--- src/rtl/decoder_arbiter_pkg.sv ---
// Shared types and constants for the decoder arbiter: FSM state encoding,
// decoder widths and a constant-foldable clog2 helper.
package decoder_arbiter_pkg;

    localparam int ADDR_W   = 4;
    localparam int ONEHOT_W = 16;

    typedef enum logic [1:0] {
        IDLE   = 2'd0,
        DECODE = 2'd1,
        RESP   = 2'd2
    } state_e;

    // Ceiling log2, usable in parameter defaults.
    function automatic int clog2(input int value);
        int result;
        int rem;
        result = 0;
        rem    = value - 1;
        while (rem > 0) begin
            result = result + 1;
            rem    = rem >> 1;
        end
        return result;
    endfunction

endpackage

--- src/rtl/decoder_arbiter_decoder4_16.sv ---
// Plain combinational 4-to-16 one-hot decoder shared by all requesters.
module decoder4_16
    import decoder_arbiter_pkg::*;
(
    input  logic [ADDR_W-1:0]   addr,
    output logic [ONEHOT_W-1:0] onehot
);

    assign onehot = ONEHOT_W'(1) << addr;

endmodule

--- src/rtl/decoder_arbiter.sv ---
// Round-robin arbiter granting N_REQ requesters access to one shared
// 4-to-16 decoder. Each accepted request walks IDLE -> DECODE -> RESP and
// the result is held until the consumer takes it.
module decoder_arbiter
    import decoder_arbiter_pkg::*;
#(
    parameter int N_REQ = 4,
    parameter int ID_W  = clog2(N_REQ)
) (
    input  logic                      clk,
    input  logic                      rst,
    input  logic [N_REQ-1:0]          req_valid,
    input  logic [ADDR_W*N_REQ-1:0]   req_addr,
    output logic [N_REQ-1:0]          req_ready,
    output logic                      rsp_valid,
    input  logic                      rsp_ready,
    output logic [ONEHOT_W-1:0]       rsp_onehot,
    output logic [ID_W-1:0]           rsp_id,
    output logic                      busy
);

    localparam logic [ID_W:0]   N_REQ_EXT = (ID_W+1)'(N_REQ);
    localparam logic [ID_W-1:0] LAST_IDX  = ID_W'(N_REQ - 1);

    state_e                state_q, state_d;
    logic [ID_W-1:0]       rr_ptr_q, rr_ptr_d;
    logic [ADDR_W-1:0]     addr_q, addr_d;
    logic [ONEHOT_W-1:0]   rsp_onehot_q, rsp_onehot_d;
    logic [ID_W-1:0]       rsp_id_q, rsp_id_d;
    logic                  rsp_valid_q, rsp_valid_d;
    logic                  busy_q, busy_d;

    logic [2*N_REQ-1:0]    valid_dbl;
    logic [N_REQ-1:0]      valid_rot;
    logic [ID_W-1:0]       win_off;
    logic [ID_W:0]         win_sum;
    logic [ID_W-1:0]       win_idx;
    logic [ID_W-1:0]       win_next;
    logic                  any_valid;
    logic [ONEHOT_W-1:0]   dec_onehot;

    // Rotate the request vector so rr_ptr lands at bit 0.
    assign valid_dbl = {req_valid, req_valid};
    assign valid_rot = valid_dbl[rr_ptr_q +: N_REQ];
    assign any_valid = |req_valid;

    // Priority pick of the lowest set bit in the rotated vector.
    always_comb begin
        // NOTE: default first so every path assigns and no latch is inferred.
        win_off = '0;
        for (int i = N_REQ - 1; i >= 0; i--) begin
            if (valid_rot[i]) begin
                win_off = ID_W'(i);
            end
        end
    end

    // Rotate the winning offset back to an absolute requester index.
    assign win_sum  = {1'b0, win_off} + {1'b0, rr_ptr_q};
    assign win_idx  = (win_sum >= N_REQ_EXT) ? ID_W'(win_sum - N_REQ_EXT)
                                             : win_sum[ID_W-1:0];
    assign win_next = (win_idx == LAST_IDX) ? '0 : win_idx + ID_W'(1);

    decoder4_16 u_decoder (
        .addr   (addr_q),
        .onehot (dec_onehot)
    );

    // Next-state and datapath update for the three-state transaction FSM.
    always_comb begin
        state_d      = state_q;
        rr_ptr_d     = rr_ptr_q;
        addr_d       = addr_q;
        rsp_onehot_d = rsp_onehot_q;
        rsp_id_d     = rsp_id_q;
        case (state_q)
            IDLE: begin
                if (any_valid) begin
                    addr_d   = req_addr[win_idx*ADDR_W +: ADDR_W];
                    rsp_id_d = win_idx;
                    rr_ptr_d = win_next;
                    state_d  = DECODE;
                end
            end
            DECODE: begin
                rsp_onehot_d = dec_onehot;
                state_d      = RESP;
            end
            RESP: begin
                if (rsp_ready) begin
                    rsp_onehot_d = '0;
                    state_d      = IDLE;
                end
            end
            default: begin
                state_d = IDLE;
            end
        endcase
        rsp_valid_d = (state_d == RESP);
        busy_d      = (state_d != IDLE);
    end

    // State register; outputs are registered alongside the state.
    always_ff @(posedge clk or posedge rst) begin
        if (rst) begin
            state_q      <= IDLE;
            rr_ptr_q     <= '0;
            addr_q       <= '0;
            rsp_onehot_q <= '0;
            rsp_id_q     <= '0;
            rsp_valid_q  <= 1'b0;
            busy_q       <= 1'b0;
        end else begin
            // NOTE: non-blocking so every flop samples pre-edge values.
            state_q      <= state_d;
            rr_ptr_q     <= rr_ptr_d;
            addr_q       <= addr_d;
            rsp_onehot_q <= rsp_onehot_d;
            rsp_id_q     <= rsp_id_d;
            rsp_valid_q  <= rsp_valid_d;
            busy_q       <= busy_d;
        end
    end

    // Accept strobe is combinational so the winner sees it in the same cycle.
    assign req_ready  = (state_q == IDLE && any_valid) ? (N_REQ'(1) << win_idx) : '0;
    assign rsp_valid  = rsp_valid_q;
    assign rsp_onehot = rsp_onehot_q;
    assign rsp_id     = rsp_id_q;
    assign busy       = busy_q;

endmodule

--- config.mk ---
export PLATFORM = sky130hd
export DESIGN_NAME = decoder_arbiter
export DESIGN_NICKNAME = d
export VERILOG_FILES = /design/src/rtl/decoder_arbiter_pkg.sv /design/src/rtl/decoder_arbiter_decoder4_16.sv /design/src/rtl/decoder_arbiter.sv
export SDC_FILE = /design/constraint.sdc
export NUM_CORES = 1
export LEC_CHECK = 0
export ABC_AREA = 1
export ABC_CLOCK_PERIOD_IN_PS = 3520
export CAP_MARGIN = 20
export CORE_ASPECT_RATIO = 1.2
export CORE_MARGIN = 3
export CORE_UTILIZATION = 23
export DETAILED_ROUTE_END_ITERATION = 6
export SYNTH_ARGS = -nofsm -noshare
export SYNTH_HDL_FRONTEND = slang
export SYNTH_SLANG_ARGS = --single-unit
--- constraint.sdc ---
create_clock -name clk -period 3.52 [get_ports clk]
set_input_delay 0.704 -clock clk [delete_from_list [all_inputs] [get_ports clk]]
set_output_delay 0.704 -clock clk [all_outputs]
set_load 0.01 [all_outputs]
# Word-level counts from Yosys, hierarchy flattened
# Cells that the tools add are included.
# op_classes
order_cmp	1
n_reduce_logical	7
n_addsub	3
n_eq_ne	5
mux	12
shift	4
# ops
operator	n
$pmux W16 S2	1
$mux W16	1
$mux W2	8
$shiftx A16 B5 Y4	1
$shl A1 B4 Y16 const A	1
$shiftx A8 B3 Y4	1
$eq A2 B2 Y1 const B	3
$pmux W2 S3	1
$mux W4	1
$reduce_and A2 Y1	2
$reduce_bool A2 Y1	2
$reduce_or A4 Y1	1
$shl A1 B2 Y4 const A	1
$add A2 B2 Y3	1
$ge A3 B3 Y1 const B	1
$add A2 B1 Y2 const B	1
$eq A2 B1 Y1 const B	1
$logic_not A2 Y1	1
$ne A2 B2 Y1 const B	1
$sub A2 B1 Y2 const B	1
$logic_and A1 B1 Y1	1
# word_totals
word_cells	39
input_bits	23
output_inout_bits	24
reg_bits	28

# Depth between registers and ports, before layout
# logic_depth
word_depth	10
mapped_depth	14
depth_no_buf	14

# Modules after synthesis
# A second synthesis with hierarchy kept.
# hier_totals
hier_cells	201
hier_area_um2	1610.3
# modules_own_cells
module	instances	area_per_inst_um2	cells_each	seq_area_each_um2
decoder_arbiter	1	1483.9	171	700.7
decoder4_16	1	126.4	30	0.0

# Worst setup path before layout
# No wires, ideal clock.
# synth_path
kind	input-to-output
start	input req_valid[1]
end	output req_ready[3]
n_path_buf	0
setup_slack_ns	0.684
stages	12
t_arrival_ns	2.132
t_required_ns	2.816
cell_sequence	nand2_1 -> nand3_1 -> nand2_1 -> nand3_1 -> a21boi_0 -> ha_1 -> xor2_2 -> nand2_4 -> nand2_4 -> ha_1 -> inv_1 -> nor2_1
# synth_via
elab_chain_cells	10
elab_cells_between_ends	13
cone_classes	add/sub (2); order compare (1); shift (2); mux (6); reduce/logical (2)
# synth_rtl
element	line	rtl
start, declared	decoder_arbiter.sv:12	input logic [N_REQ-1:0] req_valid,
$shiftx A8 B3 Y4	decoder_arbiter.sv:44	assign valid_rot = valid_dbl[rr_ptr_q +: N_REQ];
$mux W2 (4 in series)	decoder_arbiter.sv:52	if (valid_rot[i]) begin
$add A2 B2 Y3	decoder_arbiter.sv:59	assign win_sum = {1'b0, win_off} + {1'b0, rr_ptr_q};
$ge A3 B3 Y1 / $sub A2 B1 Y2 (equally long branches)	decoder_arbiter.sv:60	assign win_idx = (win_sum >= N_REQ_EXT) ? ID_W'(win_sum - N_REQ_EXT)
$mux W2	decoder_arbiter.sv:60	
$shl A1 B2 Y4	decoder_arbiter.sv:126	assign req_ready = (state_q == IDLE && any_valid) ? (N_REQ'(1) << win_idx) : '0;
$mux W4 (*)	decoder_arbiter.sv:126	
end, declared	decoder_arbiter.sv:14	output logic [N_REQ-1:0] req_ready,
# Every way passes the cells marked *; elsewhere a longest branch is shown, timed or not.

# Worst setup path after layout
# layout_path
start	register rr_ptr_q[0]
end	output req_ready[3]
# layout_via
elab_chain_cells	10
elab_cells_between_ends	11
cone_classes	add/sub (2); order compare (1); shift (2); mux (6)
# layout_rtl
element	line	rtl
start, declared	decoder_arbiter.sv:26	logic [ID_W-1:0] rr_ptr_q, rr_ptr_d;
start signal, assigned	decoder_arbiter.sv:116	rr_ptr_q <= rr_ptr_d;
$shiftx A8 B3 Y4	decoder_arbiter.sv:44	
$mux W2 (4 in series)	decoder_arbiter.sv:52	
$add A2 B2 Y3 (*)	decoder_arbiter.sv:59	
$ge A3 B3 Y1 / $sub A2 B1 Y2 (equally long branches)	decoder_arbiter.sv:60	
$mux W2 (*)	decoder_arbiter.sv:60	
$shl A1 B2 Y4 (*)	decoder_arbiter.sv:126	
$mux W4 (*)	decoder_arbiter.sv:126	
# Marked as above.

==> results.yml <==
run_status:
  status: "finished clean"
route:
  dr.first_iter.drc_count: 29
  viasPerCell: 4.29
  first_pass_iters: 4
  num_vias: 1313
  ant_nets: 0
  wl_um: 3410
  detail_route.wl_per_cell_um: 11.1
  drc: 0
yosys:
  synthXorXnorAreaFrac_pct: 1.11
  synth_common_cells: "nand2_1 (29), dfrtp_1 (28), nand3_1 (26)"
  yosysSeqAreaShare_pct: 48.0
  yosysWarnings: 0
  ys_types: 27
  netlist.area_leader.share_pct: 48.0
  synth_nets: 191
  synth_fa_ha_area_share_pct: 1.71
  syn_area_um2: 1460
  ys_top_cells_by_area: "dfrtp_1 (48%), nand3_1 (8.9%), nand2_1 (7.5%), o22ai_1 (7.3%), inv_1 (6.2%)"
  synth-edff-count: 0
  synth-simple-area-share_pct: 23.5
  synth_area_leader_cell: "dfrtp_1"
  synth_compound_area_share_pct: 10.9
  ys_ff_latch: 28
  synth_top_family_by_area: "simple AND/OR/NAND/NOR gates"
  async_flop_share_pct: 100
  muxShareOfSynthArea_pct: 5.48
  synthesis.instances: 166
  yosysMostFrequentCell: "nand2_1"
  synth-main-ff-cell: "dfrtp_1"
  syn_area_per_cell_um2: 8.80
cts:
  ctsHoldBuffers: 0
  cts-buffers-inserted: 3
  cts_tree: "done"
  clock-root-buffer: "clkbuf_8"
  insertion_delay_ns: 0.27
  h-tree-depth: 1
  clockBufferDepth: 2
  clk_pin_slew_worst_paths_ns: 0.09
  cts.sinks: 28
global_route:
  met3_usage_pct: 1.73
  grtUsageMet1_pct: 13.6
  top_usage_layer: "met2"
  grt_pass1_wl_um: 6000
  grt_max_degree: 29
  use_met2_pct: 16.4
  grt_use_total_pct: 10.1
  grt_pass1_vias: 1311
  antenna_found_initial: 0
  grt_overflow: 0
power:
  power_density_nw_per_um2: 963
  ir_drop_uv: 594
  p_leak_nw: 1.00
hold_path:
  holdPathEnd: "rsp_id[1]"
  hold_depth: 2
  hp-class: "reg2reg"
  hold_path.startpoint: "rsp_id[1]"
final_layout:
  drive_above_1_share_pct: 17.4
  diodes: 0
  fin_nets: 250
  syn_to_final_growth_pct: 49.0
  postLayoutCoreUtil_pct: 35.7
timing:
  period_minus_slack_ns: 3.13
  finalClockSkew_ns: 0.00205
  tightest_slew_ns: 0.682
  report.final.setup_viol: 0
  max_freq_ghz: 0.319
  whs_ns: 0.509
  slew_headroom_pct: 54.5
  hold_viol_final: 0
  finalWorstSetupSlack_ns: 0.389
  tns_ns: 0
  rsz0062_at_grt: "no"
  drv_slew: 0
  period_share_pct: 88.9
floorplan:
  die_area_um2: 7340
  die_h_um: 93.3
  start_util_pct: 24.0
  io-pin-count: 47
  die_x_um: 78.7
  rows: 31
  coreArea_um2: 6090
placement:
  place_ws_ns: -0.299
  hpwlAfterDp_um: 2710
  numPortBuffers: 46
  gp_routability_congestion: 0.786
critical_path:
  crit_arrival_ns: 2.43
  cp_slowest_cell: "dfrtp_1"
  startpoint_type: "register"
  r2r-start: "rr_ptr_q[0]"
  cp.required_ns: 2.82
  end_kind: "output port"
  cpPeakStageDelay_ns: 0.48
  path_cells: "inv_2, nand2_1, nand3_1, nand2_1, nand3_1, a21boi_1, ha_2, xor2_2, buf_4, nand2_4, nand2_4, ha_2, inv_1, nor2_1, buf_2"
  r2r_slack_ns: 1.26
  r2r-end: "rr_ptr_q[1]"
  worstPathMaxFanout: 6
  rr_worst_depth: 14
  crit_type: "reg2out"
job:
  max-cap-violations: 0
-- cells by family after synthesis --
kind of cell               Yosys count
adders and majority gates            2
xor gates and xnor gates             1
DFF                                 28
and+or+nand+nor                     69
buffers and inverters               33
AOI/OAI and AO/OA                   25
muxes                                8
-- metal layers --
metal  up-vias  part of all wire (%)
met5         -                     0
met4         0                  0.85
met3         2                   5.4
met2        39                    47
met1       603                    47
li1        669                     -
-- metrics by stage --
stage	power, W	area [um^2]	cells
finish	0.00210	2180	306
global route	0.00231	2180	306
CTS	0.00211	2130	305
detailed placement	0.00191	2070	300
global placement	0.00189	2070	300
floorplan	0.00139	1460	166
-- worst max-delay path: cells and delay by family (launching register included) --
kind,cells,cell delay [ns]
AO/OA/AOI/OAI,1,0.16
XOR/XNOR,1,0.18
adder cells (fa/ha/maj),2,0.38
buffers and inverters,4,0.43
flip-flops,1,0.48
AND/OR/NAND/NOR,7,0.53
-- where the power goes --
| group | leakage (nW) | switching [W] | internal, W |
|---|---|---|---|
| logic | 0.609 | 0.000699 | 0.000645 |
| clock network | 0.0288 | 0.0000957 | 0.000100 |
| registers | 0.366 | 0.000110 | 0.000444 |
| total | 1.00 | 0.000905 | 0.00119 |
-- placed cells by master (no fill, tap or decap), types with 5 or more instances in the layout --
master and instances:
nand2_1 28, clkdlybuf4s50_1 38, buf_4 11, inv_2 5, o22ai_1 17, mux2i_1 8
dfrtp_1 28, inv_1 24, nand3_1 24
-- final cells by class --
cell class                      instances  area (um^2)
Inverter                               29          109
Tap cell                               82          103
Multi-Input combinational cell        105          641
Fill cell                             663         3910
Timing Repair Buffer                   58          568
Sequential cell                        28          701
Clock buffer                            4         55.1
-- flip-flops by register name, indices dropped and copies added, names as in the netlist --
signal	flops
rsp_onehot	16
addr_q	4
rr_ptr_q	2
rsp_id	2
state_q	2
busy	1
rsp_valid	1
-- how the worst max path moves through the flow --
stage               cells past startpoint    startpoint      endpoint  slack [ns]
finish                                 15   rr_ptr_q[0]  req_ready[3]        0.39
global route                           15   rr_ptr_q[0]  req_ready[3]        0.15
global placement                       15  req_valid[3]  req_ready[3]       -0.27
detailed placement                     15  req_valid[3]  req_ready[3]       -0.30
floorplan                              12  req_valid[1]  req_ready[3]        0.68
CTS                                    15  req_valid[3]  req_ready[2]        0.02
-- what timing repair did --
| item | CTS | global route |
|---|---|---|
| buffers inserted | 1 | 0 |
| endpoints found under the setup margin | 4 | 3 |
| pin swaps | 0 | 4 |
| gates resized for setup | 11 | 9 |
Note: power is estimated with default switching activity, not from simulation.
